$ cat src/rtl/clk_mon_pkg.sv
// Shared types and constants for the clock frequency monitor.
// Latency: n/a (types, constants and a constant function only).
// Backpressure: n/a.
//
// Contents:
//   mon_state_t      two-state measurement FSM encoding
//   DEF_CNT_W        default per-channel counter / result width
//   DEF_GATE_CYCLES  default gate window length in system clock cycles
//   clog2()          ceiling log2, used to size counters at elaboration

package clk_mon_pkg;

  typedef enum logic {
    IDLE    = 1'b0,
    MEASURE = 1'b1
  } mon_state_t;

  localparam int DEF_CNT_W       = 20;
  localparam int DEF_GATE_CYCLES = 100000;

  // Ceiling log2; clog2(1) = 0. Callers clamp the result to at least 1 bit.
  function automatic int clog2(input int value);
    int result;
    int rem;
    result = 0;
    rem    = value - 1;
    while (rem > 0) begin
      result = result + 1;
      rem    = rem >> 1;
    end
    return result;
  endfunction

endpackage

$ cat src/rtl/clk_freq_chan.sv
// One monitor channel: synchroniser, rising-edge counter, range check and lock tracking.
// Latency: an input edge is counted SYNC_STAGES+1 cycles later; results register on the gate-terminal cycle.
// Backpressure: none; the channel is slaved to the gate strobes from the top-level FSM.
//
// Ports:
//   clk, reset_n      system clock, async active-low reset
//   sig_in            asynchronous monitored signal
//   count_en          window is running, count edges this cycle
//   gate_terminal     last cycle of the window: publish result, restart count
//   clear             window aborted: drop partial count and lock history
//   min_cnt/max_cnt   inclusive unsigned limits, sampled on gate_terminal
//   meas_cnt          edge count of the last completed window
//   in_range          last window was within limits
//   locked            LOCK_WINDOWS consecutive in-range windows seen

module clk_freq_chan
  import clk_mon_pkg::*;
#(
  parameter int CNT_W        = DEF_CNT_W,
  parameter int SYNC_STAGES  = 2,
  parameter int LOCK_WINDOWS = 4
) (
  input  logic             clk,
  input  logic             reset_n,
  input  logic             sig_in,
  input  logic             count_en,
  input  logic             gate_terminal,
  input  logic             clear,
  input  logic [CNT_W-1:0] min_cnt,
  input  logic [CNT_W-1:0] max_cnt,
  output logic [CNT_W-1:0] meas_cnt,
  output logic             in_range,
  output logic             locked
);

  localparam int GOOD_W = (clog2(LOCK_WINDOWS + 1) < 1) ? 1 : clog2(LOCK_WINDOWS + 1);
  localparam logic [CNT_W-1:0]  CNT_MAX  = {CNT_W{1'b1}};
  localparam logic [GOOD_W-1:0] GOOD_MAX = GOOD_W'(LOCK_WINDOWS);

  logic [SYNC_STAGES-1:0] sync_q;
  logic                   edge_prev_q;
  logic                   edge_pulse;
  logic [CNT_W-1:0]       edge_cnt_q;
  logic [CNT_W-1:0]       edge_cnt_inc;
  logic                   window_ok;
  logic [GOOD_W-1:0]      good_cnt_q;
  logic [GOOD_W-1:0]      good_cnt_d;

  // Synchroniser chain plus the previous-value flop for edge detection.
  always_ff @(posedge clk or negedge reset_n) begin
    if (!reset_n) begin
      sync_q      <= '0;
      edge_prev_q <= 1'b0;
    end else begin
      sync_q      <= {sync_q[SYNC_STAGES-2:0], sig_in};
      edge_prev_q <= sync_q[SYNC_STAGES-1];
    end
  end

  assign edge_pulse = sync_q[SYNC_STAGES-1] & ~edge_prev_q;

  // Count including this cycle's edge; sticks at all-ones rather than wrapping
  // so an overspeed input can never alias back into the valid range.
  assign edge_cnt_inc = (edge_pulse && (edge_cnt_q != CNT_MAX)) ? edge_cnt_q + CNT_W'(1)
                                                                : edge_cnt_q;

  // Inclusive at both ends; min > max can never be satisfied.
  assign window_ok = (edge_cnt_inc >= min_cnt) && (edge_cnt_inc <= max_cnt);

  assign good_cnt_d = !window_ok                ? '0 :
                      (good_cnt_q == GOOD_MAX)  ? good_cnt_q :
                                                  good_cnt_q + GOOD_W'(1);

  always_ff @(posedge clk or negedge reset_n) begin
    if (!reset_n) begin
      edge_cnt_q <= '0;
      meas_cnt   <= '0;
      in_range   <= 1'b0;
      good_cnt_q <= '0;
      locked     <= 1'b0;
    end else if (clear) begin
      // Aborted window: published results stay, lock history restarts.
      edge_cnt_q <= '0;
      good_cnt_q <= '0;
      locked     <= 1'b0;
    end else if (gate_terminal) begin
      meas_cnt   <= edge_cnt_inc;
      in_range   <= window_ok;
      edge_cnt_q <= '0;
      good_cnt_q <= good_cnt_d;
      locked     <= (good_cnt_d == GOOD_MAX);
    end else if (count_en) begin
      edge_cnt_q <= edge_cnt_inc;
    end
  end

endmodule

$ cat src/rtl/clk_freq_monitor.sv
// Multi-channel clock frequency and lock monitor over a fixed, back-to-back gate window.
// Latency: results and meas_valid appear the cycle after the last gate cycle; an input edge takes SYNC_STAGES+1 cycles to be counted.
// Backpressure: none; meas_valid is a one-cycle pulse and results hold until the next completed window.
//
// Ports:
//   clk, reset_n   system clock, async active-low reset
//   enable         1 runs windows continuously, 0 returns to idle and discards the partial window
//   sig_in         NUM_CH asynchronous monitored signals
//   min_cnt        per-channel lower limit, channel i at [i*CNT_W +: CNT_W]
//   max_cnt        per-channel upper limit, same packing
//   meas_cnt       per-channel edge count of the last completed window, same packing
//   meas_valid     one-cycle pulse when meas_cnt / in_range / locked update
//   in_range       per-channel result of the last window's limit check
//   locked         per-channel LOCK_WINDOWS consecutive in-range windows
//   busy           FSM is measuring

module clk_freq_monitor
  import clk_mon_pkg::*;
#(
  parameter int NUM_CH       = 4,
  parameter int GATE_CYCLES  = DEF_GATE_CYCLES,
  parameter int CNT_W        = DEF_CNT_W,
  parameter int SYNC_STAGES  = 2,
  parameter int LOCK_WINDOWS = 4
) (
  input  logic                    clk,
  input  logic                    reset_n,
  input  logic                    enable,
  input  logic [NUM_CH-1:0]       sig_in,
  input  logic [NUM_CH*CNT_W-1:0] min_cnt,
  input  logic [NUM_CH*CNT_W-1:0] max_cnt,
  output logic [NUM_CH*CNT_W-1:0] meas_cnt,
  output logic                    meas_valid,
  output logic [NUM_CH-1:0]       in_range,
  output logic [NUM_CH-1:0]       locked,
  output logic                    busy
);

  localparam int GATE_W = (clog2(GATE_CYCLES) < 1) ? 1 : clog2(GATE_CYCLES);
  localparam logic [GATE_W-1:0] GATE_LAST = GATE_W'(GATE_CYCLES - 1);

  mon_state_t        state_q;
  mon_state_t        state_d;
  logic [GATE_W-1:0] gate_cnt_q;
  logic              gate_terminal;
  logic              abort;
  logic              count_en;

  always_ff @(posedge clk or negedge reset_n) begin
    if (!reset_n) begin
      state_q <= IDLE;
    end else begin
      state_q <= state_d;
    end
  end

  // enable is honoured every cycle, including the terminal one: dropping it on
  // the last gate cycle still discards the window rather than publishing it.
  always_comb begin
    state_d       = state_q;
    gate_terminal = 1'b0;
    abort         = 1'b0;
    count_en      = 1'b0;
    busy          = 1'b0;
    case (state_q)
      IDLE: begin
        if (enable) begin
          state_d = MEASURE;
        end
      end
      MEASURE: begin
        busy = 1'b1;
        if (!enable) begin
          state_d = IDLE;
          abort   = 1'b1;
        end else begin
          count_en      = 1'b1;
          gate_terminal = (gate_cnt_q == GATE_LAST);
        end
      end
      default: begin
        state_d = IDLE;
      end
    endcase
  end

  // Gate counter sits at zero outside a running window, so entry into
  // MEASURE always starts a full-length window.
  always_ff @(posedge clk or negedge reset_n) begin
    if (!reset_n) begin
      gate_cnt_q <= '0;
    end else if (count_en) begin
      gate_cnt_q <= gate_terminal ? '0 : gate_cnt_q + GATE_W'(1);
    end else begin
      gate_cnt_q <= '0;
    end
  end

  always_ff @(posedge clk or negedge reset_n) begin
    if (!reset_n) begin
      meas_valid <= 1'b0;
    end else begin
      meas_valid <= gate_terminal;
    end
  end

  for (genvar i = 0; i < NUM_CH; i++) begin : g_chan
    clk_freq_chan #(
      .CNT_W        (CNT_W),
      .SYNC_STAGES  (SYNC_STAGES),
      .LOCK_WINDOWS (LOCK_WINDOWS)
    ) u_chan (
      .clk           (clk),
      .reset_n       (reset_n),
      .sig_in        (sig_in[i]),
      .count_en      (count_en),
      .gate_terminal (gate_terminal),
      .clear         (abort),
      .min_cnt       (min_cnt[i*CNT_W +: CNT_W]),
      .max_cnt       (max_cnt[i*CNT_W +: CNT_W]),
      .meas_cnt      (meas_cnt[i*CNT_W +: CNT_W]),
      .in_range      (in_range[i]),
      .locked        (locked[i])
    );
  end

endmodule

$ cat config.mk
export PLATFORM = sky130hd
export DESIGN_NAME = clk_freq_monitor
export DESIGN_NICKNAME = d
export VERILOG_FILES = /design/src/rtl/clk_mon_pkg.sv /design/src/rtl/clk_freq_chan.sv /design/src/rtl/clk_freq_monitor.sv
export SDC_FILE = /design/constraint.sdc
export NUM_CORES = 1
export LEC_CHECK = 0
export BUFFER_PORTS_ARGS = -buffer_cell sky130_fd_sc_hd__buf_2
export CORE_ASPECT_RATIO = 1.75
export CORE_MARGIN = 2
export CORE_UTILIZATION = 52
export DETAILED_ROUTE_END_ITERATION = 7
export GPL_TIMING_DRIVEN = 0
export PLACE_DENSITY = 0.78
export SLEW_MARGIN = 20
export SYNTH_ARGS = -nofsm -noshare
export SYNTH_HDL_FRONTEND = slang
export SYNTH_SLANG_ARGS = --single-unit
$ cat constraint.sdc
create_clock -name clk -period 3.28 [get_ports clk]
set_input_delay 0.328 -clock clk [delete_from_list [all_inputs] [get_ports clk]]
set_output_delay 0.328 -clock clk [all_outputs]
set_load 0.01 [all_outputs]
# Yosys cells after proc, flatten, opt, wreduce, memory -nomap -nowiden
# Cells that the tools add are included.
totals:
  reg_bits: 211
  latch_bits: 0
  ram_bits: 0
  mem_bits_ro: 0
  input_bits: 167
  out_inout_bits: 90
  wordCells: 130
  memories: 0
classes:
  addsub: 9
  mul: 0
  div: 0
  order_cmp: 8
  n_eq_ne: 13
  shift: 0
  muxes: 49
  n_bitwise: 9
  n_reduce_logical: 11
op_table:
  columns: ["operator", "n"]
  rows:
  - ["two-way mux 20 bit", 16]
  - ["adder 20 x 1 -> 20 bit (second input constant)", 4]
  - [">= comparator 20 bit", 4]
  - ["<= comparator 20 bit", 4]
  - ["inequality test 20 bit (second input constant)", 4]
  - ["two-way mux 3 bit", 16]
  - ["two-way mux 17 bit", 2]
  - ["== test 3 bit (second input constant)", 8]
  - ["adder 17 x 1 -> 17 bit (second input constant)", 1]
  - ["== test 17 bit (second input constant)", 1]
  - ["two-way mux 1 bit", 15]
  - ["adder 3 x 1 -> 3 bit (second input constant)", 4]
  - ["logical AND 1 bit", 8]
  - ["NOT 1 bit", 5]
  - ["AND 1 bit", 4]
  - ["nonzero test 3 bit", 1]
  - ["AND reduction 2 bit", 1]
  - ["nonzero test 2 bit", 1]

# Depth between registers and ports, before layout
# Gate-level depths: netlist of run 1.
depth:
  word_depth: 10
  mapped_depth: 16
  ltp_nobuf: 16

# Cells and area by module
# Synthesis of run 1 repeated with hierarchy kept, for this count alone.
unflattened:
  hier_cells: 1667
  area_unflattened_um2: 14647.8
by_module_without_submodules:
  columns: ["mod", "n_inst", "cells_per_inst", "area_per_inst_um2", "seq_area_each_um2"]
  rows:
  - ["clk_freq_chan (g_chan[1].u_chan ...)", 3, 400, 3427.0, 1201.2]
  - ["clk_freq_chan (g_chan[0].u_chan)", 1, 370, 3413.3, 1201.2]
  - ["clk_freq_monitor", 1, 97, 953.4, 475.5]

# Worst setup path after synthesis of run 1
# No wires, ideal clock.
synth_path:
  kind: "register to register"
  startpoint: "register g_chan[3].u_chan.edge_cnt_q[0]"
  endpoint: "register g_chan[3].u_chan.locked"
  setup_time_ps: 65
  t_arrival_ps: 3478
  required_time_ps: 3215
  slack_ps: -263
  stages_incl_launch_ff: 16
  n_path_buf: 0
  period_less_slack_ps: 3543
  cell_sequence: "dfrtp_1 -> ha_1 -> and2_1 -> nand4_1 -> o311ai_4 -> nor2_1 -> and3_1 -> xor2_1 -> ha_1 -> a21o_1 -> nand3_1 -> a2111oi_0 -> a221o_1 -> o41ai_1 -> and3_1 -> a22o_1"
synth_via:
  elab_chain_len: 9
  elab_cells_between_ends: 11
  classes_between: "1 x add/sub; 2 x order compare; 2 x eq/ne; 4 x mux; 2 x reduce/logical"
synth_lines:
  columns: ["element", "line", "source"]
  rows:
  - ["start: declaration", "clk_freq_chan.sv:43", "logic [CNT_W-1:0] edge_cnt_q;"]
  - ["start signal: assignment", "clk_freq_chan.sv:93", "edge_cnt_q <= edge_cnt_inc;"]
  - ["parallel branches: the longest is 2 deep, another holds adder 20 x 1 -> 20 bit", null, null]
  - ["two-way mux 20 bit (*)", "clk_freq_chan.sv:64", "assign edge_cnt_inc = (edge_pulse && (edge_cnt_q != CNT_MAX)) ? edge_cnt_q + CNT_W'(1)"]
  - ["via g_chan[3].u_chan.edge_cnt_inc[5]", "clk_freq_chan.sv:44", "logic [CNT_W-1:0] edge_cnt_inc;"]
  - [">= comparator 20 bit or <= comparator 20 bit (tied branches)", "clk_freq_chan.sv:68", "assign window_ok = (edge_cnt_inc >= min_cnt) && (edge_cnt_inc <= max_cnt);"]
  - ["logical AND 1 bit (*)", "clk_freq_chan.sv:68", null]
  - ["two-way mux 3 bit (*)", "clk_freq_chan.sv:70", "assign good_cnt_d = !window_ok ? '0 :"]
  - ["== test 3 bit (*)", "clk_freq_chan.sv:91", "locked <= (good_cnt_d == GOOD_MAX);"]
  - ["two-way mux 1 bit (*)", "clk_freq_chan.sv:86", "end else if (gate_terminal) begin"]
  - ["two-way mux 1 bit (*)", "clk_freq_chan.sv:81", "end else if (clear) begin"]
  - ["end signal: assignment", "clk_freq_chan.sv:91", null]
  - ["end: declaration", "clk_freq_chan.sv:33", "output logic locked"]
# Mark *: on every way through the listed nets, which the timed path passes. The select of a mux whose other input is x is not followed.
# A chain may end at the register's enable or synchronous reset.

# Worst setup path in the final report of run 1
layout_path:
  startpoint: "register g_chan[0].u_chan.edge_cnt_q[9]"
  endpoint: "register g_chan[0].u_chan.locked"
layout_via:
  elab_chain_len: 9
  elab_cells_between_ends: 11
  classes_between: "1 x add/sub; 2 x order compare; 2 x eq/ne; 4 x mux; 2 x reduce/logical"
layout_lines:
  columns: ["element", "line"]
  rows:
  - ["start: declaration", "clk_freq_chan.sv:43"]
  - ["start signal: assignment", "clk_freq_chan.sv:93"]
  - ["parallel branches: the longest is 2 deep, another holds adder 20 x 1 -> 20 bit", null]
  - ["two-way mux 20 bit (*)", "clk_freq_chan.sv:64"]
  - ["via g_chan[0].u_chan.edge_cnt_inc[13]", "clk_freq_chan.sv:44"]
  - [">= comparator 20 bit or <= comparator 20 bit (tied branches)", "clk_freq_chan.sv:68"]
  - ["logical AND 1 bit (*)", "clk_freq_chan.sv:68"]
  - ["two-way mux 3 bit (*)", "clk_freq_chan.sv:70"]
  - ["== test 3 bit (*)", "clk_freq_chan.sv:91"]
  - ["two-way mux 1 bit (*)", "clk_freq_chan.sv:86"]
  - ["two-way mux 1 bit (*)", "clk_freq_chan.sv:81"]
  - ["end signal: assignment", "clk_freq_chan.sv:91"]
  - ["end: declaration", "clk_freq_chan.sv:33"]
# Marked as above.

==> impl_results.md, run 1 <==
* Status: finished with violations
* Failing checks: negative setup slack
* DR pass1 iterations at 5
* Core area at approximately 27000 µm²
* Pre-CTS worst setup slack at -0.917 ns
* Worst-path clk slew at about 0.070 ns
* FF-to-FF End: g_chan[0].u_chan.locked$_DFFE_PN0P_
* RSZ-0062 raised after global routing: true
* All-layer global routing usage at 31.1%
* Vias per cell at 5.85
* CP max-delay cell: dfrtp_2
* Setup-failing EPs final at 20
* Final wirelength at ~47000 µm
* Fin cells at approximately 2400
* Max VDD drop at between 0.3 and 0.4 mV
* Routed vias at roughly 14000
* CTS root buf: clkbuf_16
* F_max at around 260 MHz
* WL/cell at ~19 µm
* GP Congestion at a little over 0.9
* Clock buffer count from CTS at 21
* Fin nets at 2400
* GRT Residual Overflow at 0
* Layout Skew at about 0.012 ns
* Syn Area/Cell at 8.72 µm²
* Relative slew slack at between 30 and 40%
* Residual DRC count at 0
* Reg-to-Reg Start: g_chan[0].u_chan.edge_cnt_q[9]$_DFFE_PN0P_
* Fin. max-slew vios at 0
* Fin. Hold Viols at 0
* Cell Chain, Critical Path: nand3_1 > or2_4 > nor4_2 > and2_1 > nand3_1 > xor2_2 > inv_1 > ha_1 > nand4_1 > nor4_4 > a2111oi_2 > nand3_1 > o22ai_4 > nand3_4 > o31ai_4
* Clock sink count at 211
* Post-Syn Nets at slightly below 2000
* Number of synthesized flops with an enable pin at 0
* Worst Path Buf+Inv at 1
* Netlist cell types at 65
* Starting density of the core at a little over half
* Leakage power at ~10 nW
* Yosys reg bits at approximately 210
* DPL Wire Length at about 32000 µm
* R2r worst-path depth at 15
* Most common cell after layout, fill and taps aside: buf_2
* Maximum Capacitance Violations at 0
* Final worst-path cycle share at 116%
* Crit path max-delay family: simple AND/OR/NAND/NOR gates
* Placed instance count at 2267
* Worst hold slack at around 0.22 ns
* Die extent in y at around 220 µm
* Critical path's most frequent cell: nand3_1
* Die Span X at approximately 130 µm
* Synth async-reset ratio at 100%
* First-pass GRT wire length at between 70000 and 80000 µm
* Share of layout cells above drive strength 1 at about a third
* Sequential area share after synthesis at between 30% and 40%
* Largest net degree at the start of global routing at 100
* Area grow syn2layout at 34.8%
* Die area at approximately 29000 µm²
* Inserted Diodes at 0
* Worst EP arrival at about 4.3 ns
* Hold Path Class: input port to asynchronous set/reset pin
* Initial antenna violation count at 0
* Post-Syn Area at around 14000 µm²
* Critical path data required time at around 3.7 ns
* Clk_lat worst skew at approximately 0.53 ns
* Syn Inst Count at ~1600
* Final worst slack at -0.533 ns
* Antenna-violating nets left at 0
* IO Pins at between 200 and 300
* 1st-iter DRT viols at 1137
* PwrDens at roughly 300 nW/µm²
* CTS tree: yes
* Reg2Reg Setup Slack at -0.53 ns
* Worst-path maximum fanout at 5
* Cell Rows at 80
* Final core occ at 71.1%
* Min cycle time layout at 3.81 ns
* WS Path Type: flip-flop to flip-flop
* Maximum clock path buffer count at 3
* Commonest cells after routing, fill and taps aside: buf_2, nand2_1, inv_1, dfrtp_1, ha_1
* Worst Setup End Kind: flip-flop
* Worst Setup Start Kind: flip-flop
* H-tree lvl count at 1
* Synth Flop Type: dfrtp_1
* Post-Route Setup TNS at -6.60 ns
* CP max stage delay at around 0.41 ns
* Port Buffers at 256
* Vias in the first global route at ~14000
* Worst-margin pin slew at between 0.9 and 1 ns
* Synthesis Warnings at 0
## cell families after synthesis
group	count (synthesis)	synth area share, %
compound gates	328	14.4
mux	34	2.69
fa+ha+maj	173	15.1
buf+inv	250	6.82
xor+xnor	92	5.63
flops	211	36.9
simple gates	552	18.4
## cells in the mapped netlist, types with 4 or more instances
cell type	n	area share [%]
nand2_1	254	6.7
dfrtp_1	211	37
inv_1	196	5.1
ha_1	173	15
o21ai_0	107	3.7
a21oi_1	78	2.7
nor2_1	70	1.8
nand3_1	50	1.7
xor2_1	48	2.9
nand4_1	44	1.9
xnor2_1	44	2.7
clkbuf_1	38	1.0
mux2_2	31	2.4
and3_1	26	1.1
a31oi_1	25	1.1
nor3_1	23	0.80
o2bb2ai_1	21	1.3
a21o_1	18	0.94
nand2b_1	17	0.74
o31ai_1	16	0.84
nor4_1	13	0.57
and4_1	11	0.67
nor2b_1	10	0.44
a22o_1	9	0.55
and2_1	9	0.39
buf_4	9	0.47
o211ai_1	7	0.37
o21a_1	6	0.31
a211oi_1	5	0.26
or3_1	5	0.22
buf_1	4	0.10
o2111ai_1	4	0.24
## final cells by class
| cell class | instances | area [µm²] |
|---|---|---|
| Multi-Input combinational cell | 1179 | 9340 |
| Fill cell | 1940 | 7850 |
| Sequential cell | 211 | 5320 |
| Timing Repair Buffer | 400 | 2460 |
| Inverter | 196 | 736 |
| Clock buffer | 24 | 567 |
| Tap cell | 369 | 462 |
| Buffer | 51 | 248 |
| Clock inverter | 14 | 150 |
## per-stage QoR
step | power, mW | area, µm²
2_1_floorplan | 2.92 | 14500
3_3_place_gp | 3.16 | 16200
3_5_place_dp | 3.19 | 16300
4_1_cts | 5.76 | 18600
5_1_grt | 5.97 | 19300
6_report | 5.77 | 19300
## timing repair
action,4_1_cts,5_1_grt
setup endpoints to repair,40,50
setup buffers,96,40
gates resized for setup,146,96
hold buffers,6,0
endpoints found under the hold margin,24,0
pin swaps,67,39
cloned,0,0
## power breakdown
part / internal (mW) / total [mW] / switching [mW]
clock: 1.42 / 2.55 / 1.13
combinational: 0.237 / 0.590 / 0.354
sequential: 2.62 / 2.63 / 0.0146
## flip-flops by register name (all words and copies together), names as in the netlist
signal,count
meas_valid,1
g_chan.u_chan.locked,4
g_chan.u_chan.edge_prev_q,4
g_chan.u_chan.in_range,4
gate_cnt_q,17
state_q,1
g_chan.u_chan.edge_cnt_q,80
g_chan.u_chan.sync_q,8
g_chan.u_chan.good_cnt_q,12
g_chan.u_chan.meas_cnt,80
## worst max-delay path by stage
stage,startpoint,end,cells after the start
2_1_floorplan,g_chan[3].u_chan.edge_cnt_q[0]$_DFFE_PN0P_,g_chan[3].u_chan.good_cnt_q[1]$_DFFE_PN0P_,15
3_3_place_gp,reset_n,g_chan[2].u_chan.meas_cnt[16]$_DFFE_PN0P_,1
3_5_place_dp,g_chan[0].u_chan.edge_cnt_q[11]$_DFFE_PN0P_,g_chan[0].u_chan.locked$_DFFE_PN0P_,14
4_1_cts,g_chan[0].u_chan.edge_cnt_q[1]$_DFFE_PN0P_,g_chan[0].u_chan.locked$_DFFE_PN0P_,16
5_1_grt,g_chan[0].u_chan.edge_cnt_q[8]$_DFFE_PN0P_,g_chan[0].u_chan.locked$_DFFE_PN0P_,15
6_report,g_chan[0].u_chan.edge_cnt_q[9]$_DFFE_PN0P_,g_chan[0].u_chan.locked$_DFFE_PN0P_,15
## per-layer routing
layer / up-vias / share of wire [%] / global-route usage (%)
li1: 6502 / - / -
met1: 6862 / 35 / 33.0
met2: 687 / 52 / 56.3
met3: 238 / 5.8 / 3.72
met4: 0 / 7.3 / 21.4
met5: - / 0 / 0
(Power assumes the default switching activity.)
==> run 2, diff against run 1 <==
--- a/config.mk
+++ b/config.mk
@@ -11,7 +11,7 @@
 export CORE_UTILIZATION = 52
 export DETAILED_ROUTE_END_ITERATION = 7
 export GPL_TIMING_DRIVEN = 0
-export PLACE_DENSITY = 0.78
+export PLACE_DENSITY_LB_ADDON = 0.25
 export SLEW_MARGIN = 20
 export SYNTH_ARGS = -nofsm -noshare
 export SYNTH_HDL_FRONTEND = slang
==> run 2 against run 1 <==
The flow still finishes with violations (negative setup slack). Sequential cell count is the same. Sequential power about the same. Clock-buffer cell count increased by 1. Setup slack better by 0.18 ns. Critical path depth fell by 1. First-iteration DRC count is 13% lower. Core utilization grew 1.1 points. Global-route usage down 0.21 points. Cell count about the same. Critical path type unchanged. Critical endpoint unchanged. Highest routed layer unchanged.
==> impl_results.md, run 2 (synthesis gave the netlist of run 1 again) <==
* Vias per cell at roughly 5.8
* Die area at about 29000 µm²
* F_max at about 280 MHz
* Fin nets at roughly 2400
* Worst hold slack at 0.329 ns
* Area grow syn2layout at 37.0%
* Worst-path maximum fanout at 4
* Largest net degree at the start of global routing at between 90 and 100
* Maximum Capacitance Violations at 0
* Vias in the first global route at 14300
* Relative slew slack at between 40 and 50%
* Cell Rows at 80
* H-tree lvl count at 1
* Worst Path Buf+Inv at 2
* Leakage power at around 10 nW
* CP max-delay cell: or3_4
* Initial antenna violation count at 0
* Port Buffers at approximately 260
* Layout Skew at between 0.01 and 0.015 ns
* WS Path Type: flip-flop to flip-flop
* GP Congestion at approximately 0.92
* Clock sink count at around 210
* PwrDens at 289 nW/µm²
* All-layer global routing usage at 30.9%
* Final worst-path cycle share at 111%
* Fin. Hold Viols at 0
* Final wirelength at 46500 µm
* WL/cell at roughly 19 µm
* Dpl cell area at roughly 16000 µm²
* Max VDD drop at around 0.33 mV
* Maximum clock path buffer count at 3
* Commonest cells after routing, fill and taps aside: buf_2, nand2_1, inv_1, dfrtp_1, ha_1
* Failing checks: negative setup slack
* CP max stage delay at 0.41 ns
* Residual DRC count at 0
* Fillcell total at between 1500 and 2000
* DR pass1 iterations at 7
* IO Pins at 257
* Share of layout cells above drive strength 1 at 34.7%
* Hold Path Class: input port to asynchronous set/reset pin
* CTS tree: yes
* Die extent in y at around 220 µm
* Antenna-violating nets left at 0
* Die Span X at about 130 µm
* RSZ-0062 raised after global routing: true
* Worst-path clk slew at ~0.070 ns
* Top flop regs: g_chan.u_chan.edge_cnt_q: 80 flops, g_chan.u_chan.meas_cnt: 80 flops, gate_cnt_q: 17 flops
* Worst EP arrival at 4.05 ns
* GRT Residual Overflow at 0
* DPL Wire Length at approximately 32000 µm
* Pre-CTS worst setup slack at -1.00 ns
* Setup-failing EPs final at 20
* CTS root buf: clkbuf_16
* Worst Setup Start Kind: flip-flop
* First-pass GRT wire length at roughly 70000 µm
* Min cycle time layout at roughly 3.6 ns
* Post-route cell area at between 15000 and 20000 µm²
* Critical path data required time at roughly 3.7 ns
* Clk_lat worst skew at approximately 0.5 ns
* Most common cell after layout, fill and taps aside: buf_2
* 1st-iter DRT viols at roughly 1000
* Inserted Diodes at 0
* Core area at between 20000 and 30000 µm²
* Critical path's most frequent cell: buf_4
* Final worst slack at -0.350 ns
* Crit path max-delay family: compound AO/OA/AOI/OAI gates
* Clock buffer count from CTS at 21
* Status: finished with violations
* Worst-margin pin slew at 0.894 ns
* Routed vias at around 14000
* Fin. max-slew vios at 0
* Worst Setup End Kind: flip-flop
* Cell Chain, Critical Path: nand2b_4 > or3_4 > buf_4 > a31oi_4 > buf_4 > xor2_4 > ha_1 > a21o_1 > a221o_1 > a2111oi_4 > nand3_2 > o22ai_4 > nand3_4 > o31ai_2
* Starting density of the core at between 50% and 60%
-- run 2: cell count changes in the layout (fill, tap and decap cells not counted), sizes merged --
cell and change:
clkinvlp +1, clkbuf +3, inv -2, buf +3, clkinv -3
-- run 2: per-layer routing --
| metal | vias to the layer above | GRT usage [%] | part of all wire [%] |
|---|---|---|---|
| met1 | 6861 | 33.6 | 36 |
| met3 | 171 | 3.09 | 5.6 |
| met2 | 615 | 57.5 | 53 |
| met5 | - | 0 | 0 |
| met4 | 0 | 16.8 | 5.6 |
| li1 | 6510 | - | - |
-- run 2: per-stage QoR --
step | setup TNS [ns] | power, mW | std cells | utilization [%]
2_1_floorplan | -0.0602 | 2.92 | 1640 | -
3_3_place_gp | -400.14 | 3.16 | 2265 | 59.8
3_5_place_dp | -15.25 | 3.19 | 2267 | 60.0
4_1_cts | -3.71 | 5.65 | 2405 | 69.4
5_1_grt | -7.56 | 5.84 | 2446 | 72.2
6_report | -4.93 | 5.66 | 2446 | 72.2
-- run 2: what timing repair did --
action / CTS / global route
hold buffers: 6 / 0
resized for setup: 199 / 92
endpoints found under the setup margin: 40 / 78
pin swaps: 95 / 52
endpoints found under the hold margin: 63 / 0
setup buffers: 100 / 41
-- run 2: worst paths after layout --
path / startpoint / end / slack [ns] / cells past startpoint
setup / recovery: g_chan[0].u_chan.edge_prev_q$_DFF_PN0_ / g_chan[0].u_chan.locked$_DFFE_PN0P_ / -0.35 / 14
hold / removal: reset_n / g_chan[0].u_chan.meas_cnt[16]$_DFFE_PN0P_ / 0.33 / 2
setup reg to reg: g_chan[0].u_chan.edge_prev_q$_DFF_PN0_ / g_chan[0].u_chan.locked$_DFFE_PN0P_ / -0.35 / 14
hold reg to reg: g_chan[1].u_chan.sync_q[0]$_DFF_PN0_ / g_chan[1].u_chan.sync_q[1]$_DFF_PN0_ / 0.35 / 0
max in group asynchronous: reset_n / g_chan[2].u_chan.edge_cnt_q[0]$_DFFE_PN0P_ / 1.72 / 4
min in group clk: g_chan[1].u_chan.sync_q[0]$_DFF_PN0_ / g_chan[1].u_chan.sync_q[1]$_DFF_PN0_ / 0.35 / 0
-- run 2: report_power, final --
group / leakage [nW] / internal [mW] / total (mW) / switching, mW
logic: 7.12 / 0.240 / 0.595 / 0.354
registers: 2.85 / 2.62 / 2.63 / 0.0147
clock network: 0.319 / 1.36 / 2.43 / 1.07
-- run 2: layout make-up --
| cell class | instances | area [µm²] | area share (%) |
|---|---|---|---|
| inverters | 196 | 739 | 3.78 |
| flip-flops and latches | 211 | 5330 | 27.2 |
| clock inverters | 10 | 115 | 0.588 |
| clock buffers | 25 | 551 | 2.81 |
| well taps | 369 | 462 | 2.36 |
| multi-input cells | 1179 | 9630 | 49.2 |
| plain buffers | 51 | 249 | 1.27 |
| repair buffers | 405 | 2510 | 12.8 |
-- run 2: worst register-to-register path, stage by stage, from the launching register on --
cell and delay (ns):
dfrtp_1 0.36, nand2b_4 0.16, or3_4 0.41, buf_4 0.15, a31oi_4 0.19, buf_4 0.18
xor2_4 0.20, ha_1 0.28, a21o_1 0.17, a221o_1 0.35, a2111oi_4 0.31, nand3_2 0.19
o22ai_4 0.24, nand3_4 0.15, o31ai_2 0.21
